## src/rtl/l1_l2_arbiter_pkg.sv

```systemverilog
`default_nettype none
// ============================================================================
// Module   : l1_l2_arb_pkg
// Purpose  : Shared types and default widths for the L1-to-L2 request
//            arbiter and the L1 instruction/data cache controllers.
// Contents : arb_state_t (IDLE/BUSY/GAP), arb_op_t (OP_READ/OP_WRITE),
//            default tag/index widths for a 32-bit address with 64-byte lines
//            and 32 sets.
// Revision : 1.0 - initial release
// ============================================================================
package l1_l2_arb_pkg;

  // address[31:11] is the tag, address[10:6] the set index
  localparam int c_tag_w   = 21;
  localparam int c_index_w = 5;

  typedef enum logic [1:0] {
    ST_IDLE = 2'd0,
    ST_BUSY = 2'd1,
    ST_GAP  = 2'd2
  } arb_state_t;

  typedef enum logic {
    OP_READ  = 1'b0,
    OP_WRITE = 1'b1
  } arb_op_t;

endpackage : l1_l2_arb_pkg
`default_nettype wire

```

## src/rtl/l1_l2_arbiter_if.sv

```systemverilog
`default_nettype none
// ============================================================================
// Module   : l1_l2_arbiter_if
// Purpose  : Bundles the I-side, D-side and L2-side handshake signals of the
//            L1-to-L2 arbiter.
// Modports : slave  - arbiter view (requests in, L2 lines / ready pulses out)
//            master - environment view (L1 controllers and L2 together)
// Signals  : i_read_req/i_tag/i_index/i_ready          I-cache side
//            d_read_req/d_write_req/d_tag/d_write_tag/
//            d_index/d_ready                           D-cache side
//            read_L1_L2/write_L1_L2/tag_L1_L2/
//            index_L1_L2/ready_L2_L1                   L2 side
//            grant_d/busy                              status
// Revision : 1.0 - initial release
// ============================================================================
interface l1_l2_arbiter_if
  import l1_l2_arb_pkg::*;
#(
  parameter int TAG_W   = c_tag_w,
  parameter int INDEX_W = c_index_w
);

  logic               i_read_req;
  logic [TAG_W-1:0]   i_tag;
  logic [INDEX_W-1:0] i_index;
  logic               i_ready;

  logic               d_read_req;
  logic               d_write_req;
  logic [TAG_W-1:0]   d_tag;
  logic [TAG_W-1:0]   d_write_tag;
  logic [INDEX_W-1:0] d_index;
  logic               d_ready;

  logic               read_L1_L2;
  logic               write_L1_L2;
  logic [TAG_W-1:0]   tag_L1_L2;
  logic [INDEX_W-1:0] index_L1_L2;
  logic               ready_L2_L1;

  logic               grant_d;
  logic               busy;

  modport slave (
    input  i_read_req, i_tag, i_index,
    input  d_read_req, d_write_req, d_tag, d_write_tag, d_index,
    input  ready_L2_L1,
    output i_ready, d_ready,
    output read_L1_L2, write_L1_L2, tag_L1_L2, index_L1_L2,
    output grant_d, busy
  );

  modport master (
    output i_read_req, i_tag, i_index,
    output d_read_req, d_write_req, d_tag, d_write_tag, d_index,
    output ready_L2_L1,
    input  i_ready, d_ready,
    input  read_L1_L2, write_L1_L2, tag_L1_L2, index_L1_L2,
    input  grant_d, busy
  );

endinterface : l1_l2_arbiter_if
`default_nettype wire

```

## src/rtl/l1_l2_arbiter_arb_rr2.sv

```systemverilog
`default_nettype none
// ============================================================================
// Module   : arb_rr2
// Purpose  : Two-input round-robin picker. On a tie the side that did not
//            win last time is chosen.
// Ports    : req_a   in  1  request from side A
//            req_b   in  1  request from side B
//            last_b  in  1  1 = side B won the previous arbitration
//            grant_b out 1  1 = side B wins (only meaningful with valid)
//            valid   out 1  at least one side is requesting
// Revision : 1.0 - initial release
// ============================================================================
module arb_rr2 (
  input  wire logic req_a,
  input  wire logic req_b,
  input  wire logic last_b,
  output logic      grant_b,
  output logic      valid
);

  // B wins when it is alone, or on a tie when A had the previous turn
  assign grant_b = req_b & (~req_a | ~last_b);
  assign valid   = req_a | req_b;

endmodule : arb_rr2
`default_nettype wire

```

## src/rtl/l1_l2_arbiter.sv

```systemverilog
`default_nettype none
// ============================================================================
// Module   : l1_l2_arbiter
// Purpose  : Shares one L2 request port between the L1 I-cache (refills) and
//            the L1 D-cache (refills and dirty write-backs). One transaction
//            is latched at a time, held on the L2 lines until ready_L2_L1,
//            and the ready pulse is routed back to the owner. A one-cycle GAP
//            after each completion keeps a stale request from being regranted.
// Ports    : clk   in  system clock, rising edge
//            nrst  in  asynchronous active-low reset
//            bus   slave modport of l1_l2_arbiter_if (all handshakes)
// Revision : 1.0 - initial release
// ============================================================================
module l1_l2_arbiter
  import l1_l2_arb_pkg::*;
#(
  parameter int TAG_W   = c_tag_w,
  parameter int INDEX_W = c_index_w
) (
  input  wire logic          clk,
  input  wire logic          nrst,
  l1_l2_arbiter_if.slave     bus
);

  arb_state_t         r_state;
  logic               r_last_d;
  logic               r_grant_d;
  logic               r_busy;
  logic               r_read;
  logic               r_write;
  logic [TAG_W-1:0]   r_tag;
  logic [INDEX_W-1:0] r_index;

  logic               w_d_req;
  logic               w_grant_d;
  logic               w_valid;
  arb_op_t            w_op;
  logic [TAG_W-1:0]   w_tag;
  logic [INDEX_W-1:0] w_index;

  assign w_d_req = bus.d_read_req | bus.d_write_req;

  arb_rr2 u_rr2 (
    .req_a   (bus.i_read_req),
    .req_b   (w_d_req),
    .last_b  (r_last_d),
    .grant_b (w_grant_d),
    .valid   (w_valid)
  );

  // The D side flushes its victim before refilling, so a pending write-back
  // outranks a pending refill; the I side only ever reads.
  assign w_op    = (w_grant_d && bus.d_write_req) ? OP_WRITE : OP_READ;
  assign w_tag   = !w_grant_d        ? bus.i_tag :
                   bus.d_write_req   ? bus.d_write_tag : bus.d_tag;
  assign w_index = w_grant_d ? bus.d_index : bus.i_index;

  always_ff @(posedge clk or negedge nrst) begin
    if (!nrst) begin
      r_state   <= ST_IDLE;
      r_last_d  <= 1'b0;
      r_grant_d <= 1'b0;
      r_busy    <= 1'b0;
      r_read    <= 1'b0;
      r_write   <= 1'b0;
      r_tag     <= '0;
      r_index   <= '0;
    end else begin
      case (r_state)
        ST_IDLE: begin
          if (w_valid) begin
            r_grant_d <= w_grant_d;
            r_busy    <= 1'b1;
            r_read    <= (w_op == OP_READ);
            r_write   <= (w_op == OP_WRITE);
            r_tag     <= w_tag;
            r_index   <= w_index;
            r_state   <= ST_BUSY;
          end
        end
        ST_BUSY: begin
          if (bus.ready_L2_L1) begin
            r_busy   <= 1'b0;
            r_read   <= 1'b0;
            r_write  <= 1'b0;
            r_last_d <= r_grant_d;
            r_state  <= ST_GAP;
          end
        end
        ST_GAP: begin
          r_state <= ST_IDLE;
        end
        default: begin
          r_state <= ST_IDLE;
        end
      endcase
    end
  end

  assign bus.read_L1_L2  = r_read;
  assign bus.write_L1_L2 = r_write;
  assign bus.tag_L1_L2   = r_tag;
  assign bus.index_L1_L2 = r_index;
  assign bus.grant_d     = r_grant_d;
  assign bus.busy        = r_busy;

  // Zero-latency completion: forward the L2 pulse only while a transaction
  // is outstanding, so pulses in IDLE or GAP are dropped.
  assign bus.i_ready = bus.ready_L2_L1 & (r_state == ST_BUSY) & ~r_grant_d;
  assign bus.d_ready = bus.ready_L2_L1 & (r_state == ST_BUSY) &  r_grant_d;

endmodule : l1_l2_arbiter
`default_nettype wire

```

## src/flat_wrapper.sv

```systemverilog
// flat-port wrapper written by rule: the top's interface ports become plain ports
module l1_l2_arbiter_flat import l1_l2_arb_pkg::*;
#(
  parameter int TAG_W   = c_tag_w,
  parameter int INDEX_W = c_index_w
)
  (clk, nrst, bus_i_read_req, bus_i_tag, bus_i_index, bus_d_read_req, bus_d_write_req, bus_d_tag, bus_d_write_tag, bus_d_index, bus_ready_L2_L1, bus_i_ready, bus_d_ready, bus_read_L1_L2, bus_write_L1_L2, bus_tag_L1_L2, bus_index_L1_L2, bus_grant_d, bus_busy);
  l1_l2_arbiter_if #(.TAG_W(TAG_W), .INDEX_W(INDEX_W)) bus_i ();
  input  wire logic clk;
  input  wire logic nrst;
  input wire logic [$bits(bus_i.i_read_req)-1:0] bus_i_read_req;
  input wire logic [$bits(bus_i.i_tag)-1:0] bus_i_tag;
  input wire logic [$bits(bus_i.i_index)-1:0] bus_i_index;
  input wire logic [$bits(bus_i.d_read_req)-1:0] bus_d_read_req;
  input wire logic [$bits(bus_i.d_write_req)-1:0] bus_d_write_req;
  input wire logic [$bits(bus_i.d_tag)-1:0] bus_d_tag;
  input wire logic [$bits(bus_i.d_write_tag)-1:0] bus_d_write_tag;
  input wire logic [$bits(bus_i.d_index)-1:0] bus_d_index;
  input wire logic [$bits(bus_i.ready_L2_L1)-1:0] bus_ready_L2_L1;
  output wire logic [$bits(bus_i.i_ready)-1:0] bus_i_ready;
  output wire logic [$bits(bus_i.d_ready)-1:0] bus_d_ready;
  output wire logic [$bits(bus_i.read_L1_L2)-1:0] bus_read_L1_L2;
  output wire logic [$bits(bus_i.write_L1_L2)-1:0] bus_write_L1_L2;
  output wire logic [$bits(bus_i.tag_L1_L2)-1:0] bus_tag_L1_L2;
  output wire logic [$bits(bus_i.index_L1_L2)-1:0] bus_index_L1_L2;
  output wire logic [$bits(bus_i.grant_d)-1:0] bus_grant_d;
  output wire logic [$bits(bus_i.busy)-1:0] bus_busy;
  assign bus_i.i_read_req = bus_i_read_req;
  assign bus_i.i_tag = bus_i_tag;
  assign bus_i.i_index = bus_i_index;
  assign bus_i.d_read_req = bus_d_read_req;
  assign bus_i.d_write_req = bus_d_write_req;
  assign bus_i.d_tag = bus_d_tag;
  assign bus_i.d_write_tag = bus_d_write_tag;
  assign bus_i.d_index = bus_d_index;
  assign bus_i.ready_L2_L1 = bus_ready_L2_L1;
  assign bus_i_ready = bus_i.i_ready;
  assign bus_d_ready = bus_i.d_ready;
  assign bus_read_L1_L2 = bus_i.read_L1_L2;
  assign bus_write_L1_L2 = bus_i.write_L1_L2;
  assign bus_tag_L1_L2 = bus_i.tag_L1_L2;
  assign bus_index_L1_L2 = bus_i.index_L1_L2;
  assign bus_grant_d = bus_i.grant_d;
  assign bus_busy = bus_i.busy;
  l1_l2_arbiter #(.TAG_W(TAG_W), .INDEX_W(INDEX_W)) u_core (.clk(clk), .nrst(nrst), .bus(bus_i));
endmodule
```

## config.mk

```make
export PLATFORM = sky130hd
export DESIGN_NAME = l1_l2_arbiter_flat
export DESIGN_NICKNAME = d
export VERILOG_FILES = /design/src/rtl/l1_l2_arbiter_pkg.sv /design/src/rtl/l1_l2_arbiter_if.sv /design/src/rtl/l1_l2_arbiter_arb_rr2.sv /design/src/rtl/l1_l2_arbiter.sv /design/src/flat_wrapper.sv
export SDC_FILE = /design/constraint.sdc
export NUM_CORES = 1
export LEC_CHECK = 0
export ABC_AREA = 1
export CORE_ASPECT_RATIO = 1.75
export CORE_MARGIN = 3
export CORE_UTILIZATION = 34
export DETAILED_ROUTE_END_ITERATION = 10
export PLACE_DENSITY = 0.83
export SYNTH_ARGS = -nofsm -noshare
export SYNTH_HDL_FRONTEND = slang
export SYNTH_HIERARCHICAL = 1
export SYNTH_SLANG_ARGS = --single-unit
```

## constraint.sdc

```tcl
create_clock -name clk -period 1.16 [get_ports clk]
set_input_delay 0.232 -clock clk [delete_from_list [all_inputs] [get_ports clk]]
set_output_delay 0.232 -clock clk [all_outputs]
set_load 0.03 [all_outputs]
```

### After elaboration in Yosys (flattened, before gate mapping)

Index checks and enable logic that the tools add are counted.

* flip-flop bits (word level): 33
* bits in latches: 0
* RAM bits: 0
* ROM bits: 0
* output and inout port bits: 32
* logic and storage cells: 43
* memories kept: 0

* add/subtract/negate cells: 0
* $mul: 0
* divide/modulo/power cells: 0
* order comparisons: 0
* equality and inequality tests: 3
* shift-type cells: 0
* muxes and demuxes: 14
* bitwise gates (word level): 11
* reduce and logical (&&, ||, !) cells: 7

Operator list (number)
* 2-to-1 mux 21 bit: 2
* one-hot mux 1 bit (2 select lines): 3
* AND reduction 2 bit: 3
* 2-to-1 mux 1 bit: 5
* 2-to-1 mux 5 bit: 1
* bitwise AND 1 bit: 4
* 2-to-1 mux 2 bit: 2
* inequality test 2 bit (second input constant): 2
* inverter 1 bit: 4
* one-hot mux 2 bit (2 select lines): 1
* OR 1 bit: 3
* AND reduction 3 bit: 1
* == test 2 x 1 -> 1 bit (second input constant): 1
* zero test 2 bit: 1
* nonzero test 2 bit: 1
* logical AND 1 bit: 1

### Depth between registers and ports, before layout

Gate-level depths: netlist of run 1.

* word-level depth: 8
* mapped depth: 10

### Modules after synthesis

The synthesis of run 1 kept the hierarchy.

By module, submodules not included
* l1_l2_arbiter: instances 1, cells each 254, area an instance 1828.0 µm², seq. area each 825.8 µm²
* arb_rr2: instances 1, cells each 3, area an instance 15.0 µm², seq. area each 0.0 µm²

### Worst setup path before layout of run 1

Ideal clock, no wire load.

* path kind: input port to flip-flop
* from: input port bus_d_write_req
* to: register u_core.r_tag[17] (netlist: u_core/bus.tag_L1_L2[17])
* arrival time: 1361 ps
* data required time: 1035 ps
* setup slack: -326 ps
* stages: 8
* buffers on the path: 2
* cells stage by stage: buf_2 > or2_2 > or2_1 > nand2_1 > nor2_4 > buf_6 > nand3_1 > nand3_1

* word-level cells in the longest chain between the ends: 3

RTL lines
* from (decl): line flat_wrapper.sv:15 `input wire logic [$bits(bus_i.d_write_req)-1:0] bus_d_write_req;`
* OR 1 bit: line l1_l2_arbiter.sv:41 `assign w_d_req = bus.d_read_req | bus.d_write_req;`
* via u_core.w_d_req: line l1_l2_arbiter.sv:34 `logic w_d_req;`
* OR 1 bit: line l1_l2_arbiter_arb_rr2.sv:23 `assign valid = req_a | req_b;`
* via u_core.w_valid: line l1_l2_arbiter.sv:36 `logic w_valid;`
* AND reduction 2 bit (no line)
* to (signal assigned): line l1_l2_arbiter.sv:76 `r_tag <= w_tag;`
* to (decl): line l1_l2_arbiter.sv:31 `logic [TAG_W-1:0] r_tag;`

The timed path passes the listed nets, and every way through them passes these cells.
A chain may end at the register's enable or synchronous reset.

### Worst setup path in the final report of run 1

* from: register u_core.r_state[1]
* to: output port bus_d_ready

* word-level cells in the longest chain between the ends: 3

RTL lines
* from (decl): line l1_l2_arbiter.sv:25 `arb_state_t r_state;`
* from (signal assigned): line l1_l2_arbiter.sv:60 `r_state <= ST_IDLE;`
* from (signal assigned): line l1_l2_arbiter.sv:78 `r_state <= ST_BUSY;`
* from (signal assigned): line l1_l2_arbiter.sv:87 `r_state <= ST_GAP;`
* == test 2 x 1 -> 1 bit: line l1_l2_arbiter.sv:110 `assign bus.d_ready = bus.ready_L2_L1 & (r_state == ST_BUSY) & r_grant_d;`
* bitwise AND 1 bit (2 in a row): line l1_l2_arbiter.sv:110
* to (decl): line flat_wrapper.sv:21 `output wire logic [$bits(bus_i.d_ready)-1:0] bus_d_ready;`

No other way between the ends.

==> flow_metrics.env, run 1 <==
export IMPL_status="finished, violations left"
export IMPL_crit_path_start_kind="flip-flop"
export IMPL_crit_fanout=4
export IMPL_failed_checks="setup timing"
export IMPL_dp_slack_ns=-0.8140
export IMPL_worstSkewPairLatency_ns=0.29
export IMPL_clk_path_buf_depth=2
export IMPL_syn2layout_area_growth_pct=105.2
export IMPL_first_global_vias=2177
export IMPL_initial_core_util_pct=36.10
export IMPL_grt_max_degree=28
export IMPL_n_antenna_cell=0
export IMPL_viasPerCell=5.155
export IMPL_end_kind="output pin"
export IMPL_regToRegStartpoint="u_core/r_state[0]"
export IMPL_drive_gt1_share_pct=37.85
export IMPL_cts_root_buffer="clkbuf_8"
export IMPL_syn_nets=336
export IMPL_final_cell_mix="88 x nand2_1, 74 x clkdlybuf4s50_1, 41 x buf_4"
export IMPL_cpPeakStageDelay_ns=0.38
export IMPL_tightestPinTransition_ns=0.3753
export IMPL_synth_warnings=6
export IMPL_report_final_hold_viol_count=0
export IMPL_fin_hold_ws_ns=0.3858
export IMPL_core_um2=5105
export IMPL_layout_commonest_cell="nand2_1"
export IMPL_initialDrtViolationCount=81
export IMPL_finalCriticalPeriod_ns=1.545
export IMPL_first_pass_iters=4
export IMPL_yosysUniqueCellTypes=22
export IMPL_fmax_ghz=0.6472
export IMPL_overflow=0
export IMPL_p_total_w=0.009297
export IMPL_slowest_stage="dfrtp_1"
export IMPL_io_pin_count=111
export IMPL_wl_per_cell_um=16.67
export IMPL_power_density_nw_per_um2=2458
export IMPL_grt_pass1_wl_mm=10.17
export IMPL_grt_antenna_before_repair=0
export IMPL_synth_seq_cells=33
export IMPL_wirelength_mm=7.418
export IMPL_num_vias=2294
export IMPL_synth_area_leader_cell="dfrtp_1"
export IMPL_yosysTopAreaCellShare_pct=44.81
export IMPL_r2r_end="u_core/bus.tag_L1_L2[10]"
export IMPL_routabilityCongestion=0.7412
export IMPL_cts_sinks=33
export IMPL_setup_ws_ns=-0.3850
export IMPL_die_w_um=61.66
export IMPL_htree_levels=2
export IMPL_hold_class="in -> async"
export IMPL_relSlewSlack_pct=74.98
export IMPL_port_buffers=110
export IMPL_path_clk_slew_ns=0.08
export IMPL_finalSetupViolCount=33
export IMPL_fin_nets=469
export IMPL_slew_viol_final=0
export IMPL_finalCritPeriodShare_pct=133.2
export IMPL_skew_ns=0.01262
export IMPL_ant_nets=0
export IMPL_synth_cells=257
export IMPL_dieHeight_um=103.4
export IMPL_worst_setup_path_type="reg -> out"
export IMPL_rr_worst_depth=7
export IMPL_synth_area_leaders="dfrtp_1 45%, nand2_1 25%, nand3_1 12%, nand4_1 7.1%, buf_2 2.7%"
export IMPL_leakage_nw=1.912
export IMPL_cts_tree="built"
export IMPL_drc_errors=0
export IMPL_finish_instance_area_um2=3782
export IMPL_reg2reg_slack_ns=-0.22
export IMPL_maxCapViolations=0
export IMPL_arrival_ns=1.31
export IMPL_place_area_um2=3097
export IMPL_crit_required_ns=0.93
export IMPL_die_area_um2=6375
export IMPL_syn_area_per_cell_um2=7.171
export IMPL_synthesis_area_um2=1843
export IMPL_dpl_hpwl_mm=4.812
export IMPL_fillCellCount=361
export IMPL_fin_util_pct=74.09
export IMPL_row_count=34
export IMPL_grt_util_all_layers_pct=21.57
export IMPL_rsz0062_at_grt="yes"
export IMPL_ir_worst_vdd_v=0.001327
export IMPL_numCtsBuffers=5
export IMPL_crit_chain="nand3b_1, nor2_4, buf_6"
export IMPL_synth_seq_area_share_pct=44.81
-- area by class of cell --
cell class                 instances  area [µm²]  area share (%)
clock buffer                       7       86.33           2.282
multi-input combinational        202        1314           34.73
timing repair buffer             142        1428           37.74
inverter                           6       30.03          0.7939
clock inverter                     1       30.03          0.7939
tap                               54       67.56           1.786
sequential                        33       827.0           21.87
-- registers in the layout, summed over array words and instances, names as in the netlist --
| name | cells |
|---|---|
| u_core/bus.tag_L1_L2 | 21 |
| u_core/r_state | 2 |
| u_core/bus.index_L1_L2 | 5 |
| u_core/bus.grant_d | 1 |
| u_core/bus.write_L1_L2 | 1 |
| u_core/bus.busy | 1 |
| u_core/bus.read_L1_L2 | 1 |
| u_core/r_last_d | 1 |
-- synth_stat cells --
cell type,count
a21oi_1,2
buf_1,1
buf_2,10
buf_4,1
buf_6,3
clkbuf_1,3
dfrtp_1,33
inv_1,5
inv_2,1
nand2_1,121
nand2_2,1
nand3_1,43
nand3b_1,1
nand4_1,21
nor2_1,3
nor2_2,1
nor2_4,1
o21ai_0,2
o21ai_1,1
o31ai_1,1
or2_1,1
or2_2,1
-- cells by family after synthesis --
kind of cell | count (synthesis) | synth area share, %
buf+inv | 24 | 6.992
flops | 33 | 44.81
compound gates | 6 | 1.765
simple gates | 194 | 46.44
-- stage by stage --
step | setup TNS (ns) | instances
2_1_floorplan | -4.940 | 257
5_1_grt | -7.493 | 445
3_5_place_dp | -24.19 | 425
6_report | -6.278 | 445
4_1_cts | -1.573 | 441
3_3_place_gp | -23.55 | 425
-- timing repair --
action                                 in CTS  in global routing
resized for setup                          30                 89
pin swaps                                  11                 23
setup buffers                               5                  2
hold buffers                                1                  0
setup endpoints to repair                  34                 35
endpoints found under the hold margin      13                  0
gates cloned                                3                  2
-- worst max-delay path: cells and delay by family, from the launching register on --
family / cells / cell delay, ns
DFF: 1 / 0.38
and+or+nand+nor: 2 / 0.50
buffers and inverters: 1 / 0.15
-- report_power, final --
group	total (W)	switching (W)	internal (W)	leakage [nW]
combinational	0.00588	0.00329	0.00259	1.45
sequential	0.00229	0.000585	0.00170	0.406
clock	0.00113	0.000425	0.000701	0.0585
-- per-layer routing --
| metal | track usage (%) | vias up | wire [µm] |
|---|---|---|---|
| met1 | 22.82 | 1066 | 2567 |
| li1 | - | 1117 | - |
| met4 | 7.843 | 0 | 143 |
| met5 | 0 | - | 0 |
| met3 | 4.845 | 14 | 548 |
| met2 | 39.87 | 97 | 4157 |
-- how the worst max path moves through the flow --
stage	from	to	slack [ns]	depth (start not counted)
after floorplan	bus_d_write_req	u_core/bus.tag_L1_L2[11]	-0.18	8
after global placement	bus_d_write_req	u_core/bus.tag_L1_L2[17]	-0.77	7
after detailed placement	bus_d_write_req	u_core/bus.tag_L1_L2[1]	-0.81	7
after CTS	u_core/r_state[1]	bus_d_ready	-0.35	3
after global routing	u_core/r_state[1]	bus_d_ready	-0.47	3
final	u_core/r_state[1]	bus_d_ready	-0.39	3
No activity file was read; power rests on OpenSTA's default activity.
==> run 2: changes to the inputs <==
Settings changed: ABC_CLOCK_PERIOD_IN_PS set to 1160, PLACE_DENSITY 0.83 to not set, PLACE_DENSITY_LB_ADDON set to 0.05.
==> run 2 against run 1 <==
The flow still finishes with violations (setup timing). Critical path type is now in -> out. Die area unchanged. Via count increased by 2.4%. Combinational power decreased by 3%. Highest routed layer unchanged.
==> flow_metrics.env, run 2 (synthesis results as in run 1) <==
export IMPL_regToRegStartpoint="u_core/r_state[1]"
export IMPL_power_density_nw_per_um2=2429
export IMPL_cp_endpoint="bus_d_ready"
export IMPL_first_global_vias=2402
export IMPL_reg2reg_slack_ns=-0.27
export IMPL_finalCritPeriodShare_pct=129.2
export IMPL_pwr_share_comb_pct=63.9
export IMPL_crit_required_ns=0.93
export IMPL_place_area_um2=3024
export IMPL_p_sw_share_pct=43.54
export IMPL_port_buffers=110
export IMPL_io_pin_count=111
export IMPL_htree_levels=2
export IMPL_rr_worst_depth=8
export IMPL_core_um2=5105
export IMPL_fin_hold_ws_ns=0.3440
export IMPL_crit_path_start_kind="input port"
export IMPL_r2r_end="u_core/bus.tag_L1_L2[13]"
export IMPL_crit_fanout=3
export IMPL_power_frac_seq_pct=23.3
export IMPL_grt_antenna_before_repair=0
export IMPL_initial_core_util_pct=36.10
export IMPL_clk_path_buf_depth=2
export IMPL_fin_nets=477
export IMPL_viasPerCell=5.183
export IMPL_first_pass_iters=5
export IMPL_status="finished, violations left"
export IMPL_hold_class="in -> async"
export IMPL_drive_gt1_share_pct=29.32
export IMPL_drc_errors=0
export IMPL_met1_usage_pct=26.70
export IMPL_wirelength_mm=7.692
export IMPL_dieHeight_um=103.4
export IMPL_ir_worst_vdd_v=0.001274
export IMPL_arrival_ns=1.27
export IMPL_die_w_um=61.66
export IMPL_dp_slack_ns=-0.7473
export IMPL_end_kind="output pin"
export IMPL_wl_per_cell_um=16.98
export IMPL_syn2layout_area_growth_pct=100.3
export IMPL_numCtsBuffers=5
export IMPL_power_switching_w=0.003903
export IMPL_largest_register_ffs=21
export IMPL_dpl_hpwl_mm=4.792
export IMPL_met3_usage_pct=5.590
export IMPL_slowest_stage="clkdlybuf4s50_1"
export IMPL_die_area_um2=6375
export IMPL_fin_tns_setup_ns=-7.035
export IMPL_relSlewSlack_pct=81.05
export IMPL_ant_nets=0
export IMPL_setup_worst_path_start="bus_ready_L2_L1"
export IMPL_num_vias=2348
export IMPL_fmax_ghz=0.6670
export IMPL_row_count=34
export IMPL_layout_commonest_cell="nand2_1"
export IMPL_tightestPinTransition_ns=0.2842
export IMPL_cts_sinks=33
export IMPL_finish_instance_area_um2=3691
export IMPL_final_cell_mix="108 x nand2_1, 75 x clkdlybuf4s50_1, 46 x buf_4"
export IMPL_leakage_nw=1.815
export IMPL_slew_viol_final=0
export IMPL_cpPeakStageDelay_ns=0.53
export IMPL_fin_util_pct=72.30
export IMPL_skew_ns=0.01005
export IMPL_p_clk_share_pct=12.8
export IMPL_cts_root_buffer="clkbuf_8"
export IMPL_routabilityCongestion=0.7894
export IMPL_report_final_hold_viol_count=0
export IMPL_worstSkewPairLatency_ns=0.29
export IMPL_failed_checks="setup timing"
export IMPL_finalCriticalPeriod_ns=1.499
export IMPL_intPower_w=0.005063
export IMPL_grt_max_degree=28
export IMPL_grt_pass1_wl_mm=11.59
export IMPL_crit_chain="clkdlybuf4s50_1, nand3b_1, nor2_4, buf_6"
export IMPL_rsz0062_at_grt="yes"
export IMPL_finalSetupViolCount=34
export IMPL_path_clk_slew_ns=0.07
export IMPL_initialDrtViolationCount=85
export IMPL_overflow=0
export IMPL_grt_util_all_layers_pct=25.07
export IMPL_setup_ws_ns=-0.3392
export IMPL_worst_setup_path_type="in -> out"
export IMPL_n_antenna_cell=0
export IMPL_cts_tree="built"
export IMPL_use_met2_pct=45.12
export IMPL_grt_busiest_layer="met2"
export IMPL_maxCapViolations=0
-- run 2: critical path: cells and delay by family --
| family | cells | cell delay, ns |
|---|---|---|
| buffers and inverters | 2 | 0.67 |
| AND/OR/NAND/NOR | 2 | 0.36 |
-- run 2: routing by layer --
layer  vias to the layer above  part of all wire, %
met1                      1088                   35
li1                       1131                    -
met5                         -                    0
met4                         0                  2.9
met2                       111                   54
met3                        18                  8.4
-- run 2: cell type report --
| type | count | area (µm²) |
|---|---|---|
| clock buffer | 7 | 86.33 |
| multi-input combinational | 202 | 1079 |
| inverter | 6 | 27.53 |
| fill | 421 | 1414 |
| timing repair buffer | 150 | 1575 |
| sequential | 33 | 825.8 |
| clock inverter | 1 | 30.03 |
| tap | 54 | 67.56 |
-- run 2: how the worst min path moves through the flow --
stage          startpoint                       to  slack [ns]  depth (start not counted)
3_5_place_dp         nrst  u_core/bus.tag_L1_L2[5]        0.13                          1
4_1_cts              nrst  u_core/bus.tag_L1_L2[5]        0.35                          2
5_1_grt              nrst          u_core/bus.busy        0.37                          2
3_3_place_gp         nrst  u_core/bus.tag_L1_L2[5]        0.13                          1
6_report             nrst  u_core/bus.tag_L1_L2[5]        0.34                          2
2_1_floorplan        nrst          u_core/bus.busy       -0.06                          0
-- run 2: metrics by stage --
stage | cells | power, W
after floorplan | 257 | 0.004551
after global placement | 422 | 0.006144
after global routing | 453 | 0.009505
after CTS | 451 | 0.008689
final | 453 | 0.008966
after detailed placement | 422 | 0.006206
-- run 2: what timing repair did --
| item | 4_1_cts | 5_1_grt |
|---|---|---|
| endpoints found under the setup margin | 33 | 35 |
| hold endpoints to repair | 9 | 0 |
| buffers inserted | 13 | 3 |
| cloned | 7 | 0 |
| resized for setup | 43 | 21 |
| pin swaps | 22 | 1 |
| hold buffers | 1 | 0 |
-- run 2: power by group through the flow --
stage / Clock (W) / Combinational, W / Sequential (W)
after detailed placement: 0 / 0.00416 / 0.00205
after global routing: 0.00124 / 0.00612 / 0.00215
after floorplan: 0 / 0.00156 / 0.00299
after global placement: 0 / 0.00410 / 0.00204
final: 0.00114 / 0.00573 / 0.00209
after CTS: 0.00116 / 0.00547 / 0.00205
==> run 3: changes to the inputs <==
Settings changed: PLACE_DENSITY set to 0.79, PLACE_DENSITY_LB_ADDON 0.05 to not set.
==> run 3 against run 2 <==
The run still ends with setup timing left. Maximum frequency decreased by 2.1%. Setup slack got worse by 0.032 ns. Core utilization increased by 0.098 points. Critical endpoint is now bus_i_ready.
==> flow_metrics.env, run 3 (synthesis results as in run 1) <==
export IMPL_fin_util_pct=72.40
export IMPL_drc_errors=0
export IMPL_die_area_um2=6375
export IMPL_htree_levels=2
export IMPL_dpl_hpwl_mm=4.847
export IMPL_numCtsBuffers=5
export IMPL_fin_tns_setup_ns=-9.356
export IMPL_rsz0062_at_grt="yes"
export IMPL_ant_nets=0
export IMPL_wirelength_mm=7.207
export IMPL_slew_viol_final=0
export IMPL_final_cell_mix="93 x nand2_1, 74 x clkdlybuf4s50_1, 49 x buf_4"
export IMPL_cts_root_buffer="clkbuf_8"
export IMPL_power_density_nw_per_um2=2352
export IMPL_first_global_vias=2246
export IMPL_routabilityCongestion=0.7491
export IMPL_grt_max_degree=34
export IMPL_crit_fanout=4
export IMPL_cts_tree="built"
export IMPL_grt_antenna_before_repair=0
export IMPL_dieHeight_um=103.4
export IMPL_initial_core_util_pct=36.10
export IMPL_fin_nets=477
export IMPL_ir_worst_vdd_v=0.001633
export IMPL_crit_path_start_kind="flip-flop"
export IMPL_tightestPinTransition_ns=0.3298
export IMPL_largest_register_ffs=21
export IMPL_leakage_nw=1.862
export IMPL_drive_gt1_share_pct=35.68
export IMPL_row_count=34
export IMPL_finalCriticalPeriod_ns=1.531
export IMPL_layout_commonest_cell="nand2_1"
export IMPL_hold_class="in -> reg"
export IMPL_fmax_ghz=0.6533
export IMPL_finish_instance_area_um2=3696
export IMPL_failed_checks="setup timing"
export IMPL_crit_required_ns=0.93
export IMPL_initialDrtViolationCount=83
export IMPL_maxCapViolations=0
export IMPL_syn2layout_area_growth_pct=100.5
export IMPL_finalSetupViolCount=35
export IMPL_path_clk_slew_ns=0.07
export IMPL_overflow=0
export IMPL_setup_ws_ns=-0.3707
export IMPL_place_area_um2=3099
export IMPL_num_vias=2301
export IMPL_arrival_ns=1.30
export IMPL_first_pass_iters=4
export IMPL_worstSkewPairLatency_ns=0.28
export IMPL_report_final_hold_viol_count=0
export IMPL_viasPerCell=5.091
export IMPL_worst_setup_path_type="reg -> out"
export IMPL_finalCritPeriodShare_pct=132.0
export IMPL_grt_pass1_wl_mm=10.51
export IMPL_end_kind="output pin"
export IMPL_port_buffers=110
export IMPL_cts_sinks=33
export IMPL_core_um2=5105
export IMPL_n_antenna_cell=0
export IMPL_grt_util_all_layers_pct=22.19
export IMPL_fillCellCount=376
export IMPL_status="finished, violations left"
export IMPL_clk_path_buf_depth=2
export IMPL_skew_ns=0.005433
export IMPL_layout_area_seq_um2=827.0
export IMPL_die_w_um=61.66
export IMPL_io_pin_count=111
export IMPL_multi_input_area_um2=1220
export IMPL_relSlewSlack_pct=77.94
export IMPL_wl_per_cell_um=15.94
-- run 3: cell type report --
class	instances	share of cell area [%]
flip-flops and latches	33	22.38
inverters	6	0.6093
repair buffers	150	39.84
well taps	54	1.828
multi-input cells	202	33.01
clock buffers	7	2.336
-- run 3: path summary, 6_finish.rpt --
path | start | endpoint | slack (ns) | cells past startpoint
min in group asynchronous | nrst | u_core/bus.tag_L1_L2[6] | 0.42 | 3
max in group asynchronous | nrst | u_core/bus.grant_d | 0.53 | 3
worst min-delay path | bus_ready_L2_L1 | u_core/r_state[0] | 0.32 | 2
worst max-delay path | u_core/r_state[1] | bus_i_ready | -0.37 | 3
worst min register to register | u_core/bus.busy | u_core/bus.busy | 0.50 | 2
worst max register to register | u_core/r_state[1] | u_core/bus.tag_L1_L2[18] | -0.31 | 8
-- run 3: repair_timing --
| item | in CTS | in global routing |
|---|---|---|
| hold buffers | 1 | 0 |
| buffers inserted | 13 | 4 |
| endpoints found under the setup margin | 34 | 35 |
| hold endpoints to repair | 33 | 0 |
| resized for setup | 65 | 37 |
| pin swaps | 14 | 6 |
| gates cloned | 4 | 0 |
-- run 3: where the power goes --
group	switching, W	internal (W)	total (W)
Clock	0.000409	0.000471	0.000880
Sequential	0.000503	0.00171	0.00221
Combinational	0.00311	0.00250	0.00560
Total	0.00402	0.00467	0.00869
-- run 3: routing by layer --
metal | share of wire, % | GRT usage, % | wire length (µm)
met3 | 6.5 | 3.602 | 465
met4 | 2.5 | 9.477 | 183
met1 | 36 | 24.47 | 2582
met2 | 55 | 40.19 | 3975
met5 | 0 | 0 | 0
-- run 3: critical path, stage by stage (launching register included) --
cell and delay (ns):
dfrtp_1 0.39, nand3b_1 0.33, nor2_4 0.16, buf_6 0.14
-- run 3: metrics by stage --
stage | hold slack (ns) | cells | power [W] | setup WS, ns
6_report | 0.3167 | 452 | 0.008691 | -0.3707
3_5_place_dp | 0.2048 | 427 | 0.006332 | -0.8110
5_1_grt | 0.3284 | 452 | 0.009157 | -0.4213
3_3_place_gp | 0.2034 | 427 | 0.006255 | -0.7498
4_1_cts | 0.2960 | 450 | 0.008167 | -0.3422
2_1_floorplan | -0.06359 | 257 | 0.004551 | -0.1762
